**config.mk**
```make
export PLATFORM = sky130hd
export DESIGN_NAME = fifo_256_unpack_flat
export DESIGN_NICKNAME = d
export VERILOG_FILES = /design/src/rtl/fifo_256_unpack_if.sv /design/src/rtl/fifo_256_unpack.sv /design/src/flat_wrapper.sv
export SDC_FILE = /design/constraint.sdc
export NUM_CORES = 1
export LEC_CHECK = 0
export ABC_CLOCK_PERIOD_IN_PS = 1900
export BUFFER_PORTS_ARGS = -buffer_cell sky130_fd_sc_hd__buf_2
export CAP_MARGIN = 20
export CORE_UTILIZATION = 52
export DETAILED_ROUTE_END_ITERATION = 8
export HOLD_SLACK_MARGIN = 0.06
export PLACE_DENSITY_LB_ADDON = 0.15
export SYNTH_ARGS = -nofsm -noshare
export SYNTH_HDL_FRONTEND = slang
export SYNTH_SLANG_ARGS = --single-unit
```
**constraint.sdc**
```tcl
create_clock -name clk -period 1.9 [get_ports clk]
set_input_delay 0.19 -clock clk [delete_from_list [all_inputs] [get_ports clk]]
set_output_delay 0.19 -clock clk [all_outputs]
set_load 0.05 [all_outputs]
```
**src/rtl/fifo_256_unpack_if.sv**
```systemverilog
`default_nettype none
// ============================================================================
// Module      : fifo_256_unpack_if
// Description : Output segment stream of the 256-bit FIFO unpacker.
//               master : drives m_data / m_valid / m_last, samples m_ready
//               slave  : samples m_data / m_valid / m_last, drives m_ready
//   m_data   SEG_W  output segment
//   m_valid  1      m_data valid
//   m_ready  1      downstream accept
//   m_last   1      high with the final segment of a 256-bit word
// Revision    : 1.0 - initial release
// ============================================================================
interface fifo_256_unpack_if #(
  parameter int SEG_W = 32
) ();
  logic [SEG_W-1:0] m_data;
  logic             m_valid;
  logic             m_ready;
  logic             m_last;

  modport master (
    output m_data,
    output m_valid,
    output m_last,
    input  m_ready
  );

  modport slave (
    input  m_data,
    input  m_valid,
    input  m_last,
    output m_ready
  );
endinterface
`default_nettype wire

```
**src/rtl/fifo_256_unpack.sv**
```systemverilog
`default_nettype none
// ============================================================================
// Module      : fifo_256_unpack
// Description : Read-side engine for a standard-read (non-FWFT, 1-cycle read
//               latency) 256-bit FIFO. Pops one word at a time, prefetches it
//               into a holding register and serialises it LSB segment first
//               onto a valid/ready stream of SEG_W-bit segments.
// Parameters  : SEG_W - segment width, must divide 256 with 256/SEG_W >= 2
//               CNT_W - width of the emitted-word counter
// Ports       : clk, rst_n (async, active low), flush (sync drop of all
//               buffered / in-flight data)
//               fifo_dout / fifo_empty / fifo_rd_en - FIFO read side
//               m_if (master) - segment stream
//               words_out - count of fully emitted words (wraps)
//               busy      - read in flight or any data buffered
// Revision    : 1.0 - initial release
// ============================================================================
module fifo_256_unpack #(
  parameter int SEG_W = 32,
  parameter int CNT_W = 16
) (
  input  wire                clk,
  input  wire                rst_n,
  input  wire                flush,
  input  wire  [255:0]       fifo_dout,
  input  wire                fifo_empty,
  output logic               fifo_rd_en,
  fifo_256_unpack_if.master  m_if,
  output logic [CNT_W-1:0]   words_out,
  output logic               busy
);

  localparam int NSEG  = 256 / SEG_W;
  localparam int IDX_W = $clog2(NSEG);

  typedef enum logic [0:0] {
    ST_EMPTY = 1'b0,
    ST_SEND  = 1'b1
  } state_t;

  state_t             r_state;
  logic               r_pend;       // pop issued last cycle, data arrives now
  logic               r_pre_vld;
  logic [255:0]       r_pre;        // prefetch holding register
  logic [255:0]       r_sh;         // word currently being serialised
  logic [IDX_W-1:0]   r_idx;
  logic [CNT_W-1:0]   r_words_out;

  logic [SEG_W-1:0]   w_seg [NSEG];
  logic               w_seg_last;
  logic               w_accept;
  logic               w_load;

  for (genvar g = 0; g < NSEG; g++) begin : g_seg
    assign w_seg[g] = r_sh[g*SEG_W +: SEG_W];
  end

  // Only one pop may be outstanding and it needs a free prefetch slot.
  assign fifo_rd_en = !fifo_empty && !r_pend && !r_pre_vld && !flush;

  assign w_seg_last = (r_idx == IDX_W'(NSEG - 1));
  assign w_accept   = (r_state == ST_SEND) && m_if.m_ready;
  // Load the prefetched word when idle, or on the final accept of the current
  // word so back-to-back words stream without a bubble.
  assign w_load     = r_pre_vld &&
                      ((r_state == ST_EMPTY) || (w_accept && w_seg_last));

  assign m_if.m_valid = (r_state == ST_SEND);
  assign m_if.m_data  = w_seg[r_idx];
  assign m_if.m_last  = (r_state == ST_SEND) && w_seg_last;
  assign words_out    = r_words_out;
  assign busy         = r_pend || r_pre_vld || (r_state == ST_SEND);

  always_ff @(posedge clk or negedge rst_n) begin
    if (!rst_n) begin
      r_state     <= ST_EMPTY;
      r_pend      <= 1'b0;
      r_pre_vld   <= 1'b0;
      r_pre       <= '0;
      r_sh        <= '0;
      r_idx       <= '0;
      r_words_out <= '0;
    end else begin
      r_pend <= fifo_rd_en;
      if (flush) begin
        // Any capture due from a pop in flight is dropped here as well.
        r_pre_vld <= 1'b0;
        r_state   <= ST_EMPTY;
        r_idx     <= '0;
      end else begin
        if (w_accept) begin
          r_idx <= r_idx + 1'b1;
          if (w_seg_last) begin
            r_idx       <= '0;
            r_words_out <= r_words_out + 1'b1;
            r_state     <= ST_EMPTY;
          end
        end
        if (w_load) begin
          r_sh    <= r_pre;
          r_idx   <= '0;
          r_state <= ST_SEND;
        end
        // A capture on the same edge as a load keeps the slot occupied.
        if (r_pend) begin
          r_pre     <= fifo_dout;
          r_pre_vld <= 1'b1;
        end else if (w_load) begin
          r_pre_vld <= 1'b0;
        end
      end
    end
  end

endmodule
`default_nettype wire

```
**src/flat_wrapper.sv**
```systemverilog
// flat-port wrapper written by rule: the top's interface ports become plain ports
module fifo_256_unpack_flat 
#(
  parameter int SEG_W = 32,
  parameter int CNT_W = 16
)
  (clk, rst_n, flush, fifo_dout, fifo_empty, fifo_rd_en, words_out, busy, m_if_m_data, m_if_m_valid, m_if_m_last, m_if_m_ready);
  fifo_256_unpack_if #(.SEG_W(SEG_W)) m_if_i ();
  input  wire clk;
  input  wire rst_n;
  input  wire flush;
  input  wire  [255:0] fifo_dout;
  input  wire fifo_empty;
  output logic fifo_rd_en;
  output logic [CNT_W-1:0] words_out;
  output logic busy;
  output wire logic [$bits(m_if_i.m_data)-1:0] m_if_m_data;
  output wire logic [$bits(m_if_i.m_valid)-1:0] m_if_m_valid;
  output wire logic [$bits(m_if_i.m_last)-1:0] m_if_m_last;
  input wire logic [$bits(m_if_i.m_ready)-1:0] m_if_m_ready;
  assign m_if_m_data = m_if_i.m_data;
  assign m_if_m_valid = m_if_i.m_valid;
  assign m_if_m_last = m_if_i.m_last;
  assign m_if_i.m_ready = m_if_m_ready;
  fifo_256_unpack #(.SEG_W(SEG_W), .CNT_W(CNT_W)) u_core (.clk(clk), .rst_n(rst_n), .flush(flush), .fifo_dout(fifo_dout), .fifo_empty(fifo_empty), .fifo_rd_en(fifo_rd_en), .m_if(m_if_i), .words_out(words_out), .busy(busy));
endmodule
```
# --- Word level (Yosys, flattened, before mapping) ---
# Index checks and enable logic that the tools add are counted.
totals:
  ff_bits: 534
  in_bits: 261
  output_inout_bits: 52
op_classes:
  addsub: 2
  magnitude_cmp: 1
  eq_ne: 1
  n_mux: 14
  n_bitwise: 3
  reduce_logical: 21
ops:
  columns: ["cell", "count"]
  rows:
  - ["$bmux W32 S3", 1]
  - ["$mux W32", 2]
  - ["$add A16 B1 Y16 const B", 1]
  - ["$mux W3", 4]
  - ["$reduce_bool A3 Y1", 3]
  - ["$logic_and A1 B1 Y1", 7]
  - ["$mux W1", 7]
  - ["$reduce_and A2 Y1", 3]
  - ["$ge A4 B4 Y1 const B", 1]
  - ["$logic_not A1 Y1", 4]
  - ["$not A3 Y4", 1]
  - ["$add A3 B1 Y3 const B", 1]
  - ["$eq A3 B3 Y1 const B", 1]
  - ["$logic_or A1 B1 Y1", 3]
  - ["$reduce_and A3 Y1", 1]
  - ["$not A1 Y1", 2]

# --- Logic depth before layout (Yosys ltp) ---
# Gate-level depths: netlist of run 1.
depth:
  depth_word: 7
  ltp_mapped: 8
  mapped_depth_nobuf: 6

# --- Worst setup path before layout of run 1 ---
# No wires, ideal clock.
synth_timing:
  kind: "register to register"
  from: "reg u_core.r_pre_vld"
  to: "reg u_core.r_pend"
  setup_time_ns: 0.287
  arrival_time_ns: 2.026
  t_required_ns: 1.613
  setup_slack_ns: -0.413
  path_stages_with_launch: 2
  period_less_slack_ns: 2.313
  cell_sequence: "dfrtp_1 > nor4_1"
synth_between:
  elab_chain_cells: 3
synth_lines:
  columns: ["item", "line_no", "rtl"]
  rows:
  - ["start: declaration", "fifo_256_unpack.sv:43", "logic r_pre_vld;"]
  - ["start signal: assignment", "fifo_256_unpack.sv:78", "r_pre_vld <= 1'b0;"]
  - ["start signal: assignment", "fifo_256_unpack.sv:87", "r_pre_vld <= 1'b0;"]
  - ["start signal: assignment", "fifo_256_unpack.sv:107", "r_pre_vld <= 1'b1;"]
  - ["$logic_not A1 Y1", "fifo_256_unpack.sv:59", "assign fifo_rd_en = !fifo_empty && !r_pend && !r_pre_vld && !flush;"]
  - ["$logic_and A1 B1 Y1 (2 in series)", "fifo_256_unpack.sv:59", null]
  - ["net fifo_rd_en", "flat_wrapper.sv:14", "output logic fifo_rd_en;"]
  - ["end signal: assignment", "fifo_256_unpack.sv:84", "r_pend <= fifo_rd_en;"]
  - ["end: declaration", "fifo_256_unpack.sv:42", "logic r_pend;"]
# The timed path passes the listed nets, and every way through them passes these cells.
# A chain may end at the register's enable or synchronous reset.

# --- Worst setup path after layout of run 1 ---
layout_timing:
  from: "reg u_core.r_idx[0]"
  to: "out m_if_m_data[28]"
layout_between:
  elab_chain_cells: 4
layout_lines:
  columns: ["item", "line_no", "rtl"]
  rows:
  - ["start: declaration", "fifo_256_unpack.sv:46", "logic [IDX_W-1:0] r_idx;"]
  - ["start signal: assignment", "fifo_256_unpack.sv:92", "r_idx <= r_idx + 1'b1;"]
  - ["$not A3 Y4 (not written as such)", "fifo_256_unpack.sv:69", "assign m_if.m_data = w_seg[r_idx];"]
  - ["$bmux W32 S3", "fifo_256_unpack.sv:69", null]
  - ["$mux W32 (not written as such) (2 in series)", "fifo_256_unpack.sv:69", null]
  - ["end: declaration", "flat_wrapper.sv:17", "output wire logic [$bits(m_if_i.m_data)-1:0] m_if_m_data;"]
# No other way between the ends. The select of a mux whose other input is x is not followed.

==> impl_results.rst, run 1 <==
.. list-table::
   :header-rows: 1

   * - Metric
     - Value
   * - Main synth FF type
     - dfrtp_1
   * - Buffers plus inverters on the worst setup path
     - 4
   * - Peak per-stage delay on the critical path
     - approximately 0.53 ns
   * - Cell type of the slowest stage on the worst timing path
     - mux4_2
   * - Yosys warnings
     - 0
   * - Worst Hold Slack
     - between 0.1 and 0.15 ns
   * - Net count after synthesis
     - 1548
   * - Startpoint types
     - flop
   * - Largest net degree at the start of global routing
     - 47
   * - Post-synthesis register bit count
     - around 530
   * - DRC violations left
     - 0
   * - Number of cells produced by synthesis
     - ~1300
   * - Setup violations, final
     - ~300
   * - Net load switching power
     - 11.08 mW
   * - Via count
     - between 10000 and 15000
   * - Count of fill cells added during filler insertion
     - 2579
   * - First-pass GRT wire length
     - ~90 mm
   * - Number of buffers added by the clock tree synthesis step
     - 55
   * - Fin Clk Skew
     - 0.01271 ns
   * - Drt wl/cell
     - 22.90 um
   * - Routability congestion estimate
     - between 0.7 and 0.8
   * - Die ar.
     - 44520 um2
   * - Worst-case setup slack after placement
     - -0.4399 ns
   * - Post-synthesis instance area
     - about 23000 um2
   * - Seq/Total Area, Yosys
     - 0.5884
   * - Count of unique library cells instantiated by Yosys
     - 33
   * - TritonCTS Sinks
     - between 500 and 600
   * - Total power per unit cell area
     - around 1300 nW/um2
   * - Part of the total power dissipated in the clock network
     - 0.270
   * - Root buffer cell
     - clkbuf_16
   * - LEAKAGE
     - roughly 14 nW
   * - Hold violation count in the final report
     - 0
   * - Post-route fraction of the period consumed by the critical path
     - 1.381
   * - Logic gate share of total power
     - 0.283
   * - Antenna violations before repair
     - 3
   * - Inst Count DP
     - around 2200
   * - CTS tree
     - built
   * - Growth of design area from synthesis to finish
     - 40.45%
   * - Cell family with most CP delay
     - multiplexers
   * - Fin. max-slew vios
     - 0
   * - GRT overflow
     - 0
   * - Count of placed standard cells in the final layout, fillers left out
     - roughly 2600
   * - Leading area contributor after synthesis
     - dfrtp_1
   * - IO Port Bufs
     - ~310
   * - Count of standard-cell rows
     - between 70 and 80
   * - Switching share of total power
     - 0.2733
   * - Sequential group share of total power
     - 0.448
   * - Via density per instance
     - ~5.3
   * - Worst vdd ir
     - 790.4 uV
   * - Violated checks
     - negative setup slack
   * - Met1 usage
     - 0.3637
   * - Syn Area/Cell
     - about 18 um2
   * - CP max FO
     - 6
   * - Met2 routing resource usage after global routing
     - 0.4450
   * - Highest clock rate
     - ~380 MHz
   * - Clock transition at path regs
     - around 0.060 ns
   * - Worst EP arrival
     - 2.43 ns
   * - RSZ-0062 raised after global routing
     - yes
   * - Int Pwr
     - around 29 mW
   * - Area fraction of the dominant cell type after synthesis
     - 0.5884
   * - Final Worst Setup Slack
     - -0.7243 ns
   * - Chip Width
     - between 200 and 250 um
   * - First DRT Iteration DRCs
     - just under 700
   * - Worst-path cell chain
     - buf_12, buf_12, buf_16, mux4_2, mux2_4, buf_8
   * - Data required time at the worst endpoint
     - 1.71 ns
   * - Global Route met3 Usage
     - 0.04891
   * - Worst hold path class
     - in -> async
   * - Total routed wirelength
     - 59.62 mm
   * - Fraction of final layout cells sized beyond drive strength 1
     - 0.4593
   * - IO Count
     - between 300 and 400
   * - Total Negative Setup Slacks
     - -104.94 ns
   * - NumNets Final
     - roughly 2200
   * - Final critical path time including I/O delays and setup
     - 2.624 ns
   * - Nature of the critical path endpoint
     - output port
   * - Starting utilization of the core area
     - 0.5272
   * - Total power after layout
     - 40.53 mW
   * - Height of the die
     - 211.0 um
   * - Number of antenna-violating nets in the routed design
     - 0
   * - Worst-case headroom to the max-slew limit
     - 0.5196
   * - Number of global-route vias before repair
     - 15171
   * - Number of H-tree branching levels
     - 2
   * - Biggest area contributors in the synthesized netlist
     - dfrtp_1 59%, mux2_1 14%, mux2_4 13%, mux4_2 6.3%, mux2_2 3.0%
   * - Category of the most critical setup path
     - reg -> out
   * - Actual slew at the worst max-slew pin
     - 0.7206 ns
   * - Post-synthesis async set-or-reset flop share
     - 1.000
   * - Placeable core region
     - roughly 43000 um2
   * - Outcome
     - finished with violations
   * - Gr busiest metal
     - met2
   * - Total routing resource utilization after global routing
     - 0.2682
   * - Cell mode on critical path
     - buf_12
   * - Number of violations of the max-capacitance limit
     - 0
   * - Drt pass-1 iters
     - 4
   * - HPWL Detailed
     - between 30 and 40 mm
   * - Count of flip-flops with a built-in enable after synthesis
     - 0
   * - Latest clock arrival within the worst-skew pair
     - 0.59 ns
   * - Deepest clock path buffer count
     - 3
-- cells in the mapped netlist, types with 2 or more instances --
library cell,number
dfrtp_1,534
mux2_1,285
mux2_4,200
mux4_2,64
mux2_2,60
buf_6,32
buf_2,29
clkbuf_1,11
xnor2_1,10
nand2_1,7
nor2_1,7
xor2_1,5
buf_4,4
nand3_1,4
nand4_1,4
a21oi_1,3
and3_1,3
ha_1,3
nor3_1,3
inv_1,2
nand2b_1,2
-- power groups by stage --
stage	logic, mW	clock network (mW)	registers, mW
after global routing	12.1	11.6	18.6
after detailed placement	9.43	0	18.1
final	11.5	10.9	18.1
after global placement	9.15	0	18.0
after CTS	10.9	11.2	18.0
after floorplan	7.68	0	17.1
-- area by class of cell --
cell class / count / area (um2) / share of cell area
timing repair buffer: 708 / 6845 / 0.2146
sequential: 534 / 13370 / 0.4192
antenna: 2 / 5.005 / 0.0001569
clock buffer: 89 / 1757 / 0.05507
tap: 585 / 732.0 / 0.02295
multi-input combinational: 672 / 9072 / 0.2844
clock inverter: 11 / 107.6 / 0.003373
inverter: 2 / 7.507 / 0.0002353
-- what timing repair did --
action                                  CTS  global route
gates resized for setup                 131            94
endpoints found under the hold margin   642             0
hold buffers                            261             0
endpoints found under the setup margin  301           301
setup buffers                            13            20
pin swaps                                 3             9
cloned                                   30            15
-- worst reg2reg max path: cells and delay by family (launching register included) --
kind | cells | cell delay, ns
compound gates | 1 | 0.13
fa+ha+maj | 2 | 0.32
buf+inv | 5 | 0.76
flops | 1 | 0.49
mux | 1 | 0.30
simple gates | 2 | 0.21
-- kinds of logic after synthesis --
group	Yosys count	synth area share
DFF	534	0.5884
buffers and inverters	78	0.02573
and+or+nand+nor	40	0.01025
AOI/OAI and AO/OA	5	0.001487
muxes	609	0.3667
xor gates and xnor gates	15	0.005784
adders and majority gates	3	0.001653
-- layout by cell type, fill, tap and decap left out, drive strengths merged, types with 2 or more instances in the layout --
master	n
nand2b	3
dlygate4sd3	261
clkbuf	104
nor2	8
xor2	5
bufinv	2
nor3	3
mux4	64
ha	3
buf	432
and3	3
nand2	7
nand4	5
dfrtp	534
a21oi	3
xnor2	10
mux2	545
diode	2
clkinv	8
nand3	4
inv	2
-- registers in the layout, summed over array words and instances, names as in the netlist --
register             cells
u_core.r_pre           256
u_core.m_if.m_valid      1
u_core.r_pre_vld         1
u_core.words_out        16
u_core.r_sh            256
u_core.r_pend            1
u_core.r_idx             3
-- stage by stage --
stage | cell area [um2] | utilization
detailed placement | 25290 | 0.5870
global placement | 25290 | 0.5870
CTS | 31200 | 0.7244
finish | 31900 | 0.7405
global route | 31900 | 0.7405
floorplan | 22720 | -
-- final timing paths --
path	start	to	slack, ns	cells after the start
max	u_core.r_idx[0]	m_if_m_data[28]	-0.72	6
min	rst_n	u_core.r_pre[178]	0.11	2
max reg2reg	u_core.r_idx[0]	u_core.r_sh[16]	-0.42	11
min reg2reg	u_core.words_out[15]	u_core.words_out[15]	0.47	1
max in group asynchronous	rst_n	u_core.r_sh[252]	0.94	4
min in group clk	fifo_dout[130]	u_core.r_pre[130]	0.34	3
-- layer usage --
layer,vias to the layer above,share of wire
met5,-,0.00022
met3,74,0.042
li1,6079,-
met2,329,0.51
met4,2,0.017
met1,7233,0.43
No activity file was read; power rests on OpenSTA's default activity.
==> run 2, diff against run 1 <==
--- a/config.mk
+++ b/config.mk
@@ -5,13 +5,15 @@
 export SDC_FILE = /design/constraint.sdc
 export NUM_CORES = 1
 export LEC_CHECK = 0
-export ABC_CLOCK_PERIOD_IN_PS = 1900
+export ABC_CLOCK_PERIOD_IN_PS = 2300
 export BUFFER_PORTS_ARGS = -buffer_cell sky130_fd_sc_hd__buf_2
 export CAP_MARGIN = 20
 export CORE_UTILIZATION = 52
 export DETAILED_ROUTE_END_ITERATION = 8
 export HOLD_SLACK_MARGIN = 0.06
 export PLACE_DENSITY_LB_ADDON = 0.15
+export SKIP_LAST_GASP = 1
+export SLEW_MARGIN = 20
 export SYNTH_ARGS = -nofsm -noshare
 export SYNTH_HDL_FRONTEND = slang
 export SYNTH_SLANG_ARGS = --single-unit
==> constraint.sdc (replaced) <==
create_clock -name clk -period 2.3 [get_ports clk]
set_input_delay 0.23 -clock clk [delete_from_list [all_inputs] [get_ports clk]]
set_output_delay 0.23 -clock clk [all_outputs]
set_load 0.05 [all_outputs]
==> impl_results.rst, run 2 (synthesis results as in run 1) <==
.. list-table::
   :header-rows: 1

   * - Metric
     - Value
   * - Antenna violations before repair
     - 2
   * - Final critical path time including I/O delays and setup
     - ~2.6 ns
   * - Crit path from
     - u_core.r_idx[0]
   * - GRT overflow
     - 0
   * - Fin. max-slew vios
     - 0
   * - Height of the die
     - 211.0 um
   * - Number of antenna-violating nets in the routed design
     - 0
   * - NumNets Final
     - between 2000 and 2500
   * - Drt pass-1 iters
     - 4
   * - Die ar.
     - around 45000 um2
   * - Number of violations of the max-capacitance limit
     - 0
   * - Number of global-route vias before repair
     - around 15000
   * - Worst vdd ir
     - just under 900 uV
   * - Root buffer cell
     - clkbuf_16
   * - Via density per instance
     - between 5 and 6
   * - Data required time at the worst endpoint
     - just over 2 ns
   * - Setup violations, final
     - 32
   * - CTS tree
     - built
   * - Placeable core region
     - between 40000 and 50000 um2
   * - Largest net degree at the start of global routing
     - 94
   * - Drt wl/cell
     - roughly 21 um
   * - Starting utilization of the core area
     - 0.5272
   * - First DRT Iteration DRCs
     - ~580
   * - Post-route fraction of the period consumed by the critical path
     - 1.130
   * - Leading cell types in the layout, fill and taps excluded
     - 531 x dfrtp_1, 285 x mux2_1, 278 x buf_2, 261 x dlygate4sd3_1, 212 x mux2_4
   * - Fraction of final layout cells sized beyond drive strength 1
     - 0.4115
   * - IO Port Bufs
     - 312
   * - Number of buffers added by the clock tree synthesis step
     - 56
   * - Count of fill cells added during filler insertion
     - 2789
   * - CP max FO
     - 8
   * - Category of the most critical setup path
     - reg -> out
   * - First-pass GRT wire length
     - 82.07 mm
   * - Final Worst Setup Slack
     - -0.2994 ns
   * - Total power after layout
     - about 33 mW
   * - Via count
     - approximately 13000
   * - Violated checks
     - negative setup slack
   * - Footprint of the multi-input gates
     - approximately 8800 um2
   * - Total routed wirelength
     - about 54 mm
   * - Actual slew at the worst max-slew pin
     - a little over 0.7 ns
   * - Deepest clock path buffer count
     - 3
   * - RSZ-0062 raised after global routing
     - yes
   * - Clock transition at path regs
     - 0.06 ns
   * - Fin Clk Skew
     - 0.01012 ns
   * - Chip Width
     - 211.0 um
   * - Worst hold path class
     - in -> async
   * - DRC violations left
     - 0
   * - Count of standard-cell rows
     - 76
   * - Cell family with most CP delay
     - multiplexers
   * - TritonCTS Sinks
     - about 530
   * - Peak per-stage delay on the critical path
     - approximately 0.53 ns
   * - Total routing resource utilization after global routing
     - 0.2422
   * - Startpoint types
     - flop
   * - IO Count
     - 313
   * - Cell type of the slowest stage on the worst timing path
     - mux4_2
   * - HPWL Detailed
     - 31.73 mm
   * - Highest clock rate
     - around 380 MHz
   * - Area used by sequential logic in the layout
     - between 10000 and 15000 um2
   * - Growth of design area from synthesis to finish
     - 33.09%
   * - Buffers plus inverters on the worst setup path
     - 3
   * - Total power per unit cell area
     - approximately 1100 nW/um2
   * - Worst EP arrival
     - roughly 2.4 ns
   * - Most common cell after layout, fill and taps aside
     - dfrtp_1
   * - Total Negative Setup Slacks
     - -8.405 ns
   * - LEAKAGE
     - approximately 14 nW
   * - Latest clock arrival within the worst-skew pair
     - 0.59 ns
   * - Nature of the critical path endpoint
     - output port
   * - Beginning of the worst register-to-register path
     - u_core.r_idx[0]
   * - Worst-path cell chain
     - buf_12, buf_16, mux4_2, mux2_4, buf_6
   * - Hold violation count in the final report
     - 0
   * - Worst-case headroom to the max-slew limit
     - 0.5255
   * - Routability congestion estimate
     - a little under 0.8
   * - Outcome
     - finished with violations
   * - Number of H-tree branching levels
     - 2
[run 2: cell types whose count changed in the layout (fill, tap and decap cells not counted), sizes merged]
cell,previous run,this run
buf,432,376
clkbuf,104,92
bufinv,2,3
clkinv,8,7
clkinvlp,1,2
[run 2: final timing paths]
kind,endpoint,slack (ns),cells past startpoint
setup / recovery,m_if_m_data[13],-0.30,5
hold / removal,u_core.r_sh[20],0.22,2
setup reg to reg,u_core.r_sh[206],0.08,9
hold reg to reg,u_core.r_sh[192],0.48,1
max in group asynchronous,u_core.r_sh[233],1.16,3
min in group clk,u_core.r_pre[130],0.39,3
[run 2: area by class of cell]
type	instances	share of cell area
Sequential cell	534	0.4424
Multi-Input combinational cell	672	0.2921
Timing Repair Buffer	642	0.1798
Clock buffer	87	0.05654
Tap cell	585	0.02421
Clock inverter	12	0.004636
Inverter	2	0.0002484
Antenna cell	2	0.0001656
[run 2: per-layer routing]
metal / wire (um) / up-vias / global-route usage
li1: - / 5908 / -
met1: 23660 / 6899 / 0.3323
met2: 26010 / 336 / 0.3945
met3: 2469 / 91 / 0.03821
met4: 1386 / 0 / 0.08396
met5: 0 / - / 0
[run 2: stage by stage]
| step | setup WS [ns] | cell area (um2) | utilization | hold slack [ns] | cells |
|---|---|---|---|---|---|
| after CTS | -0.4189 | 29970 | 0.6957 | 0.1813 | 2529 |
| after detailed placement | -0.2188 | 25110 | 0.5829 | 0.2226 | 2158 |
| after global placement | -0.1914 | 25110 | 0.5829 | 0.2265 | 2158 |
| after global routing | -0.3710 | 30230 | 0.7017 | 0.2324 | 2536 |
| after floorplan | 0.4354 | 22720 | - | -0.06559 | 1284 |
| final | -0.2994 | 30230 | 0.7017 | 0.2179 | 2536 |
[run 2: timing repair]
| action | in CTS | in global routing |
|---|---|---|
| hold buffers | 261 | 0 |
| cloned | 5 | 5 |
| buffers inserted | 6 | 0 |
| setup endpoints to repair | 282 | 33 |
| pin swaps | 1 | 0 |
| resized for setup | 59 | 51 |
| hold endpoints to repair | 552 | 0 |
[run 2: where the power goes]
part           internal [mW]  switching, mW
Clock                   5.40           3.61
Sequential              12.9           2.00
Combinational           5.50           3.19
[run 2: worst register-to-register path, delay by kind of cell (launching register included)]
family,cells,cell delay [ns]
compound gates,1,0.06
mux,1,0.39
flops,1,0.45
fa+ha+maj,2,0.34
simple gates,2,0.32
buf+inv,3,0.55
